<file path="config.mk">
export PLATFORM = sky130hd
export DESIGN_NAME = step_coordinator
export DESIGN_NICKNAME = d
export VERILOG_FILES = /design/src/rtl/step_coordinator.sv
export SDC_FILE = /design/constraint.sdc
export NUM_CORES = 1
export LEC_CHECK = 0
export CORE_MARGIN = 5
export CORE_UTILIZATION = 40
export DETAILED_ROUTE_END_ITERATION = 10
export GPL_TIMING_DRIVEN = 0
export PLACE_DENSITY = 0.68
export SYNTH_ARGS = -nofsm -noshare
export SYNTH_HDL_FRONTEND = slang
export SYNTH_SLANG_ARGS = --single-unit
</file>
<file path="constraint.sdc">
create_clock -name Clk -period 3.8 [get_ports Clk]
set_input_delay 0.76 -clock Clk [delete_from_list [all_inputs] [get_ports Clk]]
set_output_delay 0.76 -clock Clk [all_outputs]
set_load 0.1 [all_outputs]
</file>
<file path="src/rtl/step_coordinator.sv">
`default_nettype none
// ============================================================================
// Module   : step_coordinator
// Brief    : Phase sequencer for the adaptive-step ODE datapath. It runs
//            FULL -> HALF -> EVAL -> UPDATE rounds, advances time, clips the
//            final step to tEnd and bounds rejected retries.
//            Optional EVAL watchdog: define STEP_COORD_TIMEOUT_EN.
// Revision : 1.0 - initial release
// ============================================================================
module step_coordinator #(
    parameter int WIDTH        = 16,
    parameter int MAX_RETRY    = 8,
    parameter int EVAL_TIMEOUT = 64
) (
    input  logic             Clk,
    input  logic             reset,
    input  logic             start,
    input  logic [WIDTH-1:0] tEnd,
    input  logic [WIDTH-1:0] hInit,
    input  logic             odeDone,
    input  logic             stepFinish,
    input  logic             incTime,
    input  logic [WIDTH-1:0] hStepIn,
    input  logic             exceptionErr,
    output logic [1:0]       coord,
    output logic             odeReq,
    output logic [WIDTH-1:0] hOut,
    output logic [WIDTH-1:0] tOut,
    output logic             busy,
    output logic             done,
    output logic             error,
    output logic [2:0]       errCode
);

    typedef enum logic [2:0] {
        S_IDLE   = 3'd0,
        S_FULL   = 3'd1,
        S_HALF   = 3'd2,
        S_EVAL   = 3'd3,
        S_UPDATE = 3'd4,
        S_DONE   = 3'd5,
        S_ERR    = 3'd6
    } state_t;

    localparam logic [2:0] c_ERR_NONE    = 3'b000;
    localparam logic [2:0] c_ERR_EXCEPT  = 3'b001;
    localparam logic [2:0] c_ERR_RETRY   = 3'b010;
    localparam logic [2:0] c_ERR_TIMEOUT = 3'b011;
    localparam logic [2:0] c_ERR_BAD_H   = 3'b100;
    localparam logic [2:0] c_ERR_T_OVF   = 3'b101;

    localparam int c_RETRY_W = $clog2(MAX_RETRY + 1);
    localparam logic [c_RETRY_W-1:0] c_RETRY_LAST = c_RETRY_W'(MAX_RETRY - 1);

    state_t               r_state, w_stateNext;
    logic [WIDTH-1:0]     r_t, w_tNext;
    logic [WIDTH-1:0]     r_h, w_hNext;
    logic [WIDTH-1:0]     r_hNew, w_hNewNext;
    logic [WIDTH-1:0]     r_tEnd, w_tEndNext;
    logic [c_RETRY_W-1:0] r_retry, w_retryNext;
    logic [2:0]           r_errCode, w_errCodeNext;
    logic                 r_odeReq, w_odeReqNext;

    logic [WIDTH-1:0]     w_sum;
    logic                 w_sumOvf;
    logic [WIDTH-1:0]     w_room;
    logic                 w_startBad;
    logic                 w_timeout;

`ifdef STEP_COORD_TIMEOUT_EN
    localparam int c_EVAL_CNT_W = $clog2(EVAL_TIMEOUT + 1);
    localparam logic [c_EVAL_CNT_W-1:0] c_EVAL_LAST = c_EVAL_CNT_W'(EVAL_TIMEOUT - 1);

    logic [c_EVAL_CNT_W-1:0] r_evalCnt;

    // Held at zero outside EVAL, so every entry into EVAL starts a fresh count.
    always_ff @(posedge Clk) begin
        if (reset || (r_state != S_EVAL)) begin
            r_evalCnt <= '0;
        end else begin
            r_evalCnt <= r_evalCnt + c_EVAL_CNT_W'(1);
        end
    end

    assign w_timeout = (r_evalCnt == c_EVAL_LAST);
`else
    // Watchdog compiled out: EVAL waits on stepFinish indefinitely.
    assign w_timeout = (EVAL_TIMEOUT < 0);
`endif

    assign w_sum      = r_t + r_h;
    assign w_sumOvf   = (r_t[WIDTH-1] == r_h[WIDTH-1]) && (w_sum[WIDTH-1] != r_t[WIDTH-1]);
    assign w_room     = r_tEnd - r_t;
    assign w_startBad = hInit[WIDTH-1] | ~|hInit | tEnd[WIDTH-1] | ~|tEnd;

    always_ff @(posedge Clk) begin
        if (reset) begin
            r_state   <= S_IDLE;
            r_t       <= '0;
            r_h       <= '0;
            r_hNew    <= '0;
            r_tEnd    <= '0;
            r_retry   <= '0;
            r_errCode <= c_ERR_NONE;
            r_odeReq  <= 1'b0;
        end else begin
            r_state   <= w_stateNext;
            r_t       <= w_tNext;
            r_h       <= w_hNext;
            r_hNew    <= w_hNewNext;
            r_tEnd    <= w_tEndNext;
            r_retry   <= w_retryNext;
            r_errCode <= w_errCodeNext;
            r_odeReq  <= w_odeReqNext;
        end
    end

    always_comb begin
        w_stateNext   = r_state;
        w_tNext       = r_t;
        w_hNext       = r_h;
        w_hNewNext    = r_hNew;
        w_tEndNext    = r_tEnd;
        w_retryNext   = r_retry;
        w_errCodeNext = r_errCode;

        case (r_state)
            S_IDLE, S_DONE, S_ERR: begin
                if (start) begin
                    if (w_startBad) begin
                        w_stateNext   = S_ERR;
                        w_errCodeNext = c_ERR_BAD_H;
                    end else begin
                        w_stateNext   = S_FULL;
                        w_tNext       = '0;
                        w_hNext       = hInit;
                        w_tEndNext    = tEnd;
                        w_retryNext   = '0;
                        w_errCodeNext = c_ERR_NONE;
                    end
                end
            end
            S_FULL: begin
                if (exceptionErr) begin
                    w_stateNext   = S_ERR;
                    w_errCodeNext = c_ERR_EXCEPT;
                end else if (odeDone) begin
                    w_stateNext = S_HALF;
                end
            end
            S_HALF: begin
                if (exceptionErr) begin
                    w_stateNext   = S_ERR;
                    w_errCodeNext = c_ERR_EXCEPT;
                end else if (odeDone) begin
                    w_stateNext = S_EVAL;
                end
            end
            S_EVAL: begin
                if (exceptionErr) begin
                    w_stateNext   = S_ERR;
                    w_errCodeNext = c_ERR_EXCEPT;
                end else if (stepFinish) begin
                    w_hNewNext = hStepIn;
                    if (incTime) begin
                        if (w_sumOvf) begin
                            w_stateNext   = S_ERR;
                            w_errCodeNext = c_ERR_T_OVF;
                        end else begin
                            w_stateNext = S_UPDATE;
                            w_tNext     = w_sum;
                            w_retryNext = '0;
                        end
                    end else begin
                        w_retryNext = r_retry + c_RETRY_W'(1);
                        if (r_retry == c_RETRY_LAST) begin
                            w_stateNext   = S_ERR;
                            w_errCodeNext = c_ERR_RETRY;
                        end else begin
                            w_stateNext = S_UPDATE;
                        end
                    end
                end else if (w_timeout) begin
                    w_stateNext   = S_ERR;
                    w_errCodeNext = c_ERR_TIMEOUT;
                end
            end
            S_UPDATE: begin
                if (exceptionErr) begin
                    w_stateNext   = S_ERR;
                    w_errCodeNext = c_ERR_EXCEPT;
                end else if ($signed(r_t) >= $signed(r_tEnd)) begin
                    w_stateNext = S_DONE;
                end else if (r_hNew[WIDTH-1] || (r_hNew == '0)) begin
                    w_stateNext   = S_ERR;
                    w_errCodeNext = c_ERR_BAD_H;
                end else begin
                    // Clip so the last step lands exactly on tEnd.
                    w_stateNext = S_FULL;
                    w_hNext     = ($signed(r_hNew) < $signed(w_room)) ? r_hNew : w_room;
                end
            end
            default: begin
                w_stateNext = S_IDLE;
            end
        endcase

        w_odeReqNext = ((w_stateNext == S_FULL) || (w_stateNext == S_HALF)) &&
                       (w_stateNext != r_state);
    end

    always_comb begin
        coord = 2'b01;
        busy  = 1'b0;
        done  = 1'b0;
        error = 1'b0;
        case (r_state)
            S_FULL:   begin coord = 2'b00; busy = 1'b1; end
            S_HALF:   begin coord = 2'b10; busy = 1'b1; end
            S_EVAL:   begin coord = 2'b11; busy = 1'b1; end
            S_UPDATE: busy  = 1'b1;
            S_DONE:   done  = 1'b1;
            S_ERR:    error = 1'b1;
            default:  coord = 2'b01;
        endcase
    end

    assign odeReq  = r_odeReq;
    assign hOut    = r_h;
    assign tOut    = r_t;
    assign errCode = r_errCode;

endmodule
`default_nettype wire

</file>
==> Yosys cells after proc, flatten, opt, wreduce, memory -nomap -nowiden <==
Cells that the tools add are included.
{ "classes": {"n_addsub": 3, "shift": 0, "order_cmp": 2, "bitwise": 5, "n_eq_ne": 28, "div": 0, "n_mul": 0, "n_reduce_logical": 22, "n_mux": 52} }
{ "op_table": {"columns": ["cell", "count"], "rows": [
  ["$mux 16", 12],
  ["$mux 3", 23],
  ["$pmux 16 s2", 2],
  ["$reduce_or 16->1", 2],
  ["$mux 4", 6],
  ["$ne 2x2->1 const B", 9],
  ["$add 16x16->16", 1],
  ["$ge 16x16->1", 1],
  ["$logic_not 16->1", 1],
  ["$lt 16x16->1", 1],
  ["$sub 16x16->16", 1],
  ["$pmux 3 s5", 1],
  ["$ne 3x3->1 const B", 4],
  ["$pmux 3 s4", 1],
  ["$reduce_and 6->1", 2],
  ["$eq 3x2->1 const B", 3],
  ["$eq 3x3->1 const B", 3],
  ["$ne 4x4->1 const B", 2],
  ["$pmux 4 s2", 1],
  ["$reduce_and 8->1", 1],
  ["$reduce_and 7->1", 1],
  ["$eq 3x1->1 const B", 2],
  ["$pmux 2 s3", 1],
  ["$reduce_and 3->1", 2],
  ["19 further kinds", 29]
]} }
{ "word_totals": {"romBits": 0, "ff_bits": 75, "mem_bits_rw": 0, "n_memories": 0, "latchBits": 0} }

==> Longest topological paths before layout <==
{ "depth": {"depth_word": 11, "depth_mapped": 22} }

==> Worst setup path after synthesis <==
Ideal clock, no wire load.
{ "synth_path": {"kind": "register -> register", "from": "reg r_t[1] (netlist: tOut[1])", "to": "reg r_h[12] (netlist: hOut[12])", "synth_period_minus_slack_ps": 4880, "setup_slack_ps": -1080, "path_stages_with_launch": 19, "setup_time_ps": 117, "t_arrival_ps": 4764, "path_buffers": 1, "t_required_ps": 3683, "cell_sequence": "dfxtp_1 -> inv_1 -> fa_1 -> a21o_1 -> a21oi_2 -> o221ai_1 -> a21o_1 -> a21oi_1 -> xnor2_1 -> ha_1 -> nand4_1 -> or4_1 -> a21o_1 -> a41oi_2 -> buf_2 -> nor2_1 -> a21oi_1 -> o21ai_0 -> a22o_1"} }
{ "synth_between": {"elab_chain_len": 7} }
{ "synth_lines": {"columns": ["item", "line", "source"], "rows": [
  ["start: declaration", "56", "logic [WIDTH-1:0] r_t, w_tNext;"],
  ["start signal: assignment", "108", "r_t <= w_tNext;"],
  ["$sub 16x16->16", "93", "assign w_room = r_tEnd - r_t;"],
  ["$lt 16x16->1", "200", "w_hNext = ($signed(r_hNew) < $signed(w_room)) ? r_hNew : w_room;"],
  ["$mux 16", "200", null],
  ["$mux 16", "194", "end else if (r_hNew[WIDTH-1] || (r_hNew == '0)) begin"],
  ["$mux 16", "192", "end else if ($signed(r_t) >= $signed(r_tEnd)) begin"],
  ["$mux 16", "189", "if (exceptionErr) begin"],
  ["$pmux 16 s2", "127", "case (r_state)"],
  ["end signal: assignment", "109", "r_h <= w_hNext;"],
  ["end: declaration", "57", "logic [WIDTH-1:0] r_h, w_hNext;"]
]} }
Several ways; a longest one is shown, not always the timed one. The select of a mux whose other input is x is not followed.
A chain may end at the register's enable or synchronous reset.

==> Final worst setup path <==
{ "layout_path": {"from": "reg r_t[1] (netlist: tOut[1])", "to": "reg r_h[10] (netlist: hOut[10])"} }
The elaborated chain is that of the path after synthesis.

==> metrics.md <==
| Metric | Value |
|---|---|
| Outcome | `finished with violations` |
| Violated checks | `setup timing` |
| Tcrit/Tclk final | `1.07` |
| Synth Area in Adders | `0.145` |
| Final hold vios | `0` |
| Port Buffer Count | `94` |
| Total GRT Usage | `0.220` |
| Setup TNS | `-3.64 ns` |
| Fin crit period | `4.08 ns` |
| FF+latch count, synth | `75` |
| Crit Path Max Fanout | `5` |
| Leak pwr | `3.04 nW` |
| Max Cap Violations | `0` |
| Peak supply drop | `0.000604 V` |
| Worst path max stage delay | `0.52 ns` |
| DR DRC count | `0` |
| Clock Sinks | `75` |
| Die H | `129 um` |
| Peak Freq | `between 200 and 250 MHz` |
| Crit path kind | `flop to flop` |
| Worst-path clk slew | `0.06 ns` |
| Slew HR | `0.342` |
| Ys async rst share | `0` |
| Antenna Cells | `0` |
| Vias in the first global route | `5544` |
| Final setup viols | `16` |
| Crit path max-delay cell type | `or4_1` |
| CTS root buf | `clkbuf_16` |
| Final Skew | `0.00718 ns` |
| Worst Tran Pin Value | `0.984 ns` |
| Final nets | `950` |
| Netlist cell types | `72` |
| Seq/Total Area, Yosys | `0.266` |
| Largest net degree at the start of global routing | `15` |
| Fillcell total | `1319` |
| DRT iter0 DRCs | `408` |
| Critical path startpoint category | `flop` |
| Flop-to-flop setup slack | `-0.28 ns` |
| Gp weighted congestion | `0.936` |
| WL/cell | `between 15 and 20 um` |
| Total power | `5.29 mW` |
| Initial antenna violation count | `0` |
| Compound-Gate Fraction of Synth Area | `0.241` |
| # rows | `43` |
| Largest family of logic cells by synthesized area | `compound AO/OA/AOI/OAI gates` |
| Worst min path class | `flop to flop` |
| R2R depth | `19` |
| Worst EP arrival | `4.36 ns` |
| Post-Synthesis Cell Area | `5650 sq um` |
| Die width | `129 um` |
| Cell area after layout | `7630 sq um` |
| Clock buffer depth | `2` |
| Cts hold-fix bufs | `0` |
| Drt first pass iters | `5` |
| Xor and xnor area share after synthesis | `0.0450` |
| CP cell instances | `inv_4 > ha_4 > nor2b_1 > o31a_1 > o211ai_1 > nand3_1 > a21oi_2 > o21bai_1 > xnor2_2 > ha_4 > nand4_1 > or4_1 > a21o_1 > a41oi_4 > buf_4 > nor2_1 > a21o_1 > a211o_1 > a21oi_2` |
| Post-synthesis mux area share | `0.0505` |
| Routed vias/inst | `5.63` |
| RSZ-0062 raised after global routing | `true` |
| Syn Nets | `829` |
| Final ANT Viol Nets | `0` |
| Initial Util | `0.407` |
| Simple-Gate Fraction of Synth Area | `0.196` |
| CP Data Required Time | `4.09 ns` |
| Warnings, synthesis | `0` |
| CTS HTree Levels | `3` |
| Total Die Area | `around 17000 sq um` |
| Routed WL | `roughly 18000 um` |
| Synth Instances | `710` |
| Placement Setup Slack | `-0.464 ns` |
| CTS tree | `built` |
| Post-DP HPWL | `between 10000 and 15000 um` |
| Core area | `13900 sq um` |
| Synth Flop Type | `dfxtp_1` |
| Power per cell area | `694 nW/um^2` |
| Slew Limit Fails | `0` |
| Share of cells above drive strength 1 | `0.146` |
| Total number of vias | `around 5700` |
| Syn_area_per_cell | `between 7 and 8 sq um` |
| Leading cell type in the layout, fill and taps excluded | `clkdlybuf4s50_1` |
| Total gr overflow | `0` |
| Worst Hold Path Cells | `2` |
| EDFF count, synth | `0` |
| Final WS setup | `-0.276 ns` |
| Area of placed instances | `6940 sq um` |
| Worst skew pair latency | `between 0.3 and 0.4 ns` |
| Most frequent cells in the layout | `clkdlybuf4s50_1, nand2_1, dfxtp_1` |
| Io pins | `96` |
| Area growth, synth to finish | `35.1%` |
| TritonCTS Buffers | `9` |
| Worst Hold Slack | `0.462 ns` |
| CP endpoint kind | `flop` |
| First-pass GRT wire length | `roughly 29000 um` |
==> logic make-up (layout without fill, tap and decap cells) <==
kind of cell    count (synthesis)  count (layout)
simple gates                  237             237
compound gates                196             197
buf+inv                        81             206
flops                          75              75
fa+ha+maj                      64              64
xor+xnor                       29              29
mux                            28              28
==> flip-flops by register name (all words and copies together) (netlist names) <==
name / flops
hOut: 16
r_hNew: 16
r_tEnd: 16
tOut: 16
r_retry: 4
errCode: 3
r_state: 3
odeReq: 1
==> worst paths after layout <==
kind / to / from
worst max-delay path: hOut[10] / tOut[1]
worst min-delay path: r_tEnd[15] / r_tEnd[15]
worst max register to register: hOut[10] / tOut[1]
worst min register to register: r_tEnd[15] / r_tEnd[15]
==> synth_stat cells (6+ instances only) <==
master | n | area [sq um]
a211oi_1 | 7 | 52.6
a21o_1 | 18 | 135
a21oi_1 | 59 | 295
a31oi_1 | 8 | 50.1
buf_2 | 10 | 50.1
clkbuf_1 | 17 | 63.8
dfxtp_1 | 75 | 1500
ha_1 | 62 | 776
inv_1 | 52 | 195
mux2i_1 | 26 | 260
nand2_1 | 79 | 297
nand2b_1 | 9 | 56.3
nand3_1 | 17 | 85.1
nand4_1 | 7 | 43.8
nor2_1 | 62 | 233
nor2b_1 | 8 | 50.1
nor3_1 | 14 | 70.1
nor4_1 | 12 | 75.1
o211ai_1 | 8 | 60.1
o21ai_0 | 30 | 150
o32ai_1 | 11 | 96.3
or2_2 | 6 | 37.5
or3_1 | 6 | 37.5
xnor2_1 | 15 | 131
xor2_1 | 14 | 123
==> power by group <==
part           internal, mW  switching, mW  leakage (nW)
registers             0.897          0.145         0.620
logic                  1.22           2.08          2.26
clock network         0.580          0.369         0.161
==> routing by layer <==
metal	part of all wire	GRT usage	vias up
li1	-	-	2817
met1	0.46	0.297	2665
met3	0.061	0.0382	35
met4	0.031	0.0939	0
met5	0	0	-
met2	0.45	0.348	199
==> worst max-delay path: cells and delay by family, from the launching register on <==
kind                     cells  cell delay [ns]
AND/OR/NAND/NOR              5             0.93
adder cells (fa/ha/maj)      2             0.51
AO/OA/AOI/OAI                9             1.75
flip-flops                   1             0.36
XOR/XNOR                     1             0.19
buffers and inverters        2             0.26
==> metrics by stage <==
step                      utilization  std cells
after detailed placement        0.500        984
after CTS                       0.533       1009
after floorplan                     -        710
after global routing            0.549       1016
final                           0.549       1016
after global placement          0.500        984
==> final cells by class <==
cell class | instances | area (sq um) | share of cell area
Timing Repair Buffer | 109 | 1070 | 0.140
Multi-Input combinational cell | 555 | 4120 | 0.540
Buffer | 29 | 138 | 0.0180
Inverter | 52 | 198 | 0.0259
Clock inverter | 7 | 97.6 | 0.0128
Sequential cell | 75 | 1550 | 0.204
Tap cell | 180 | 225 | 0.0295
Clock buffer | 9 | 225 | 0.0295
==> timing repair <==
| action | CTS | global route |
|---|---|---|
| endpoints found under the setup margin | 16 | 17 |
| setup buffers | 7 | 8 |
| pin swaps | 13 | 40 |
| cloned | 2 | 0 |
| gates resized for setup | 17 | 39 |
Power figures use the tool's default switching activity.
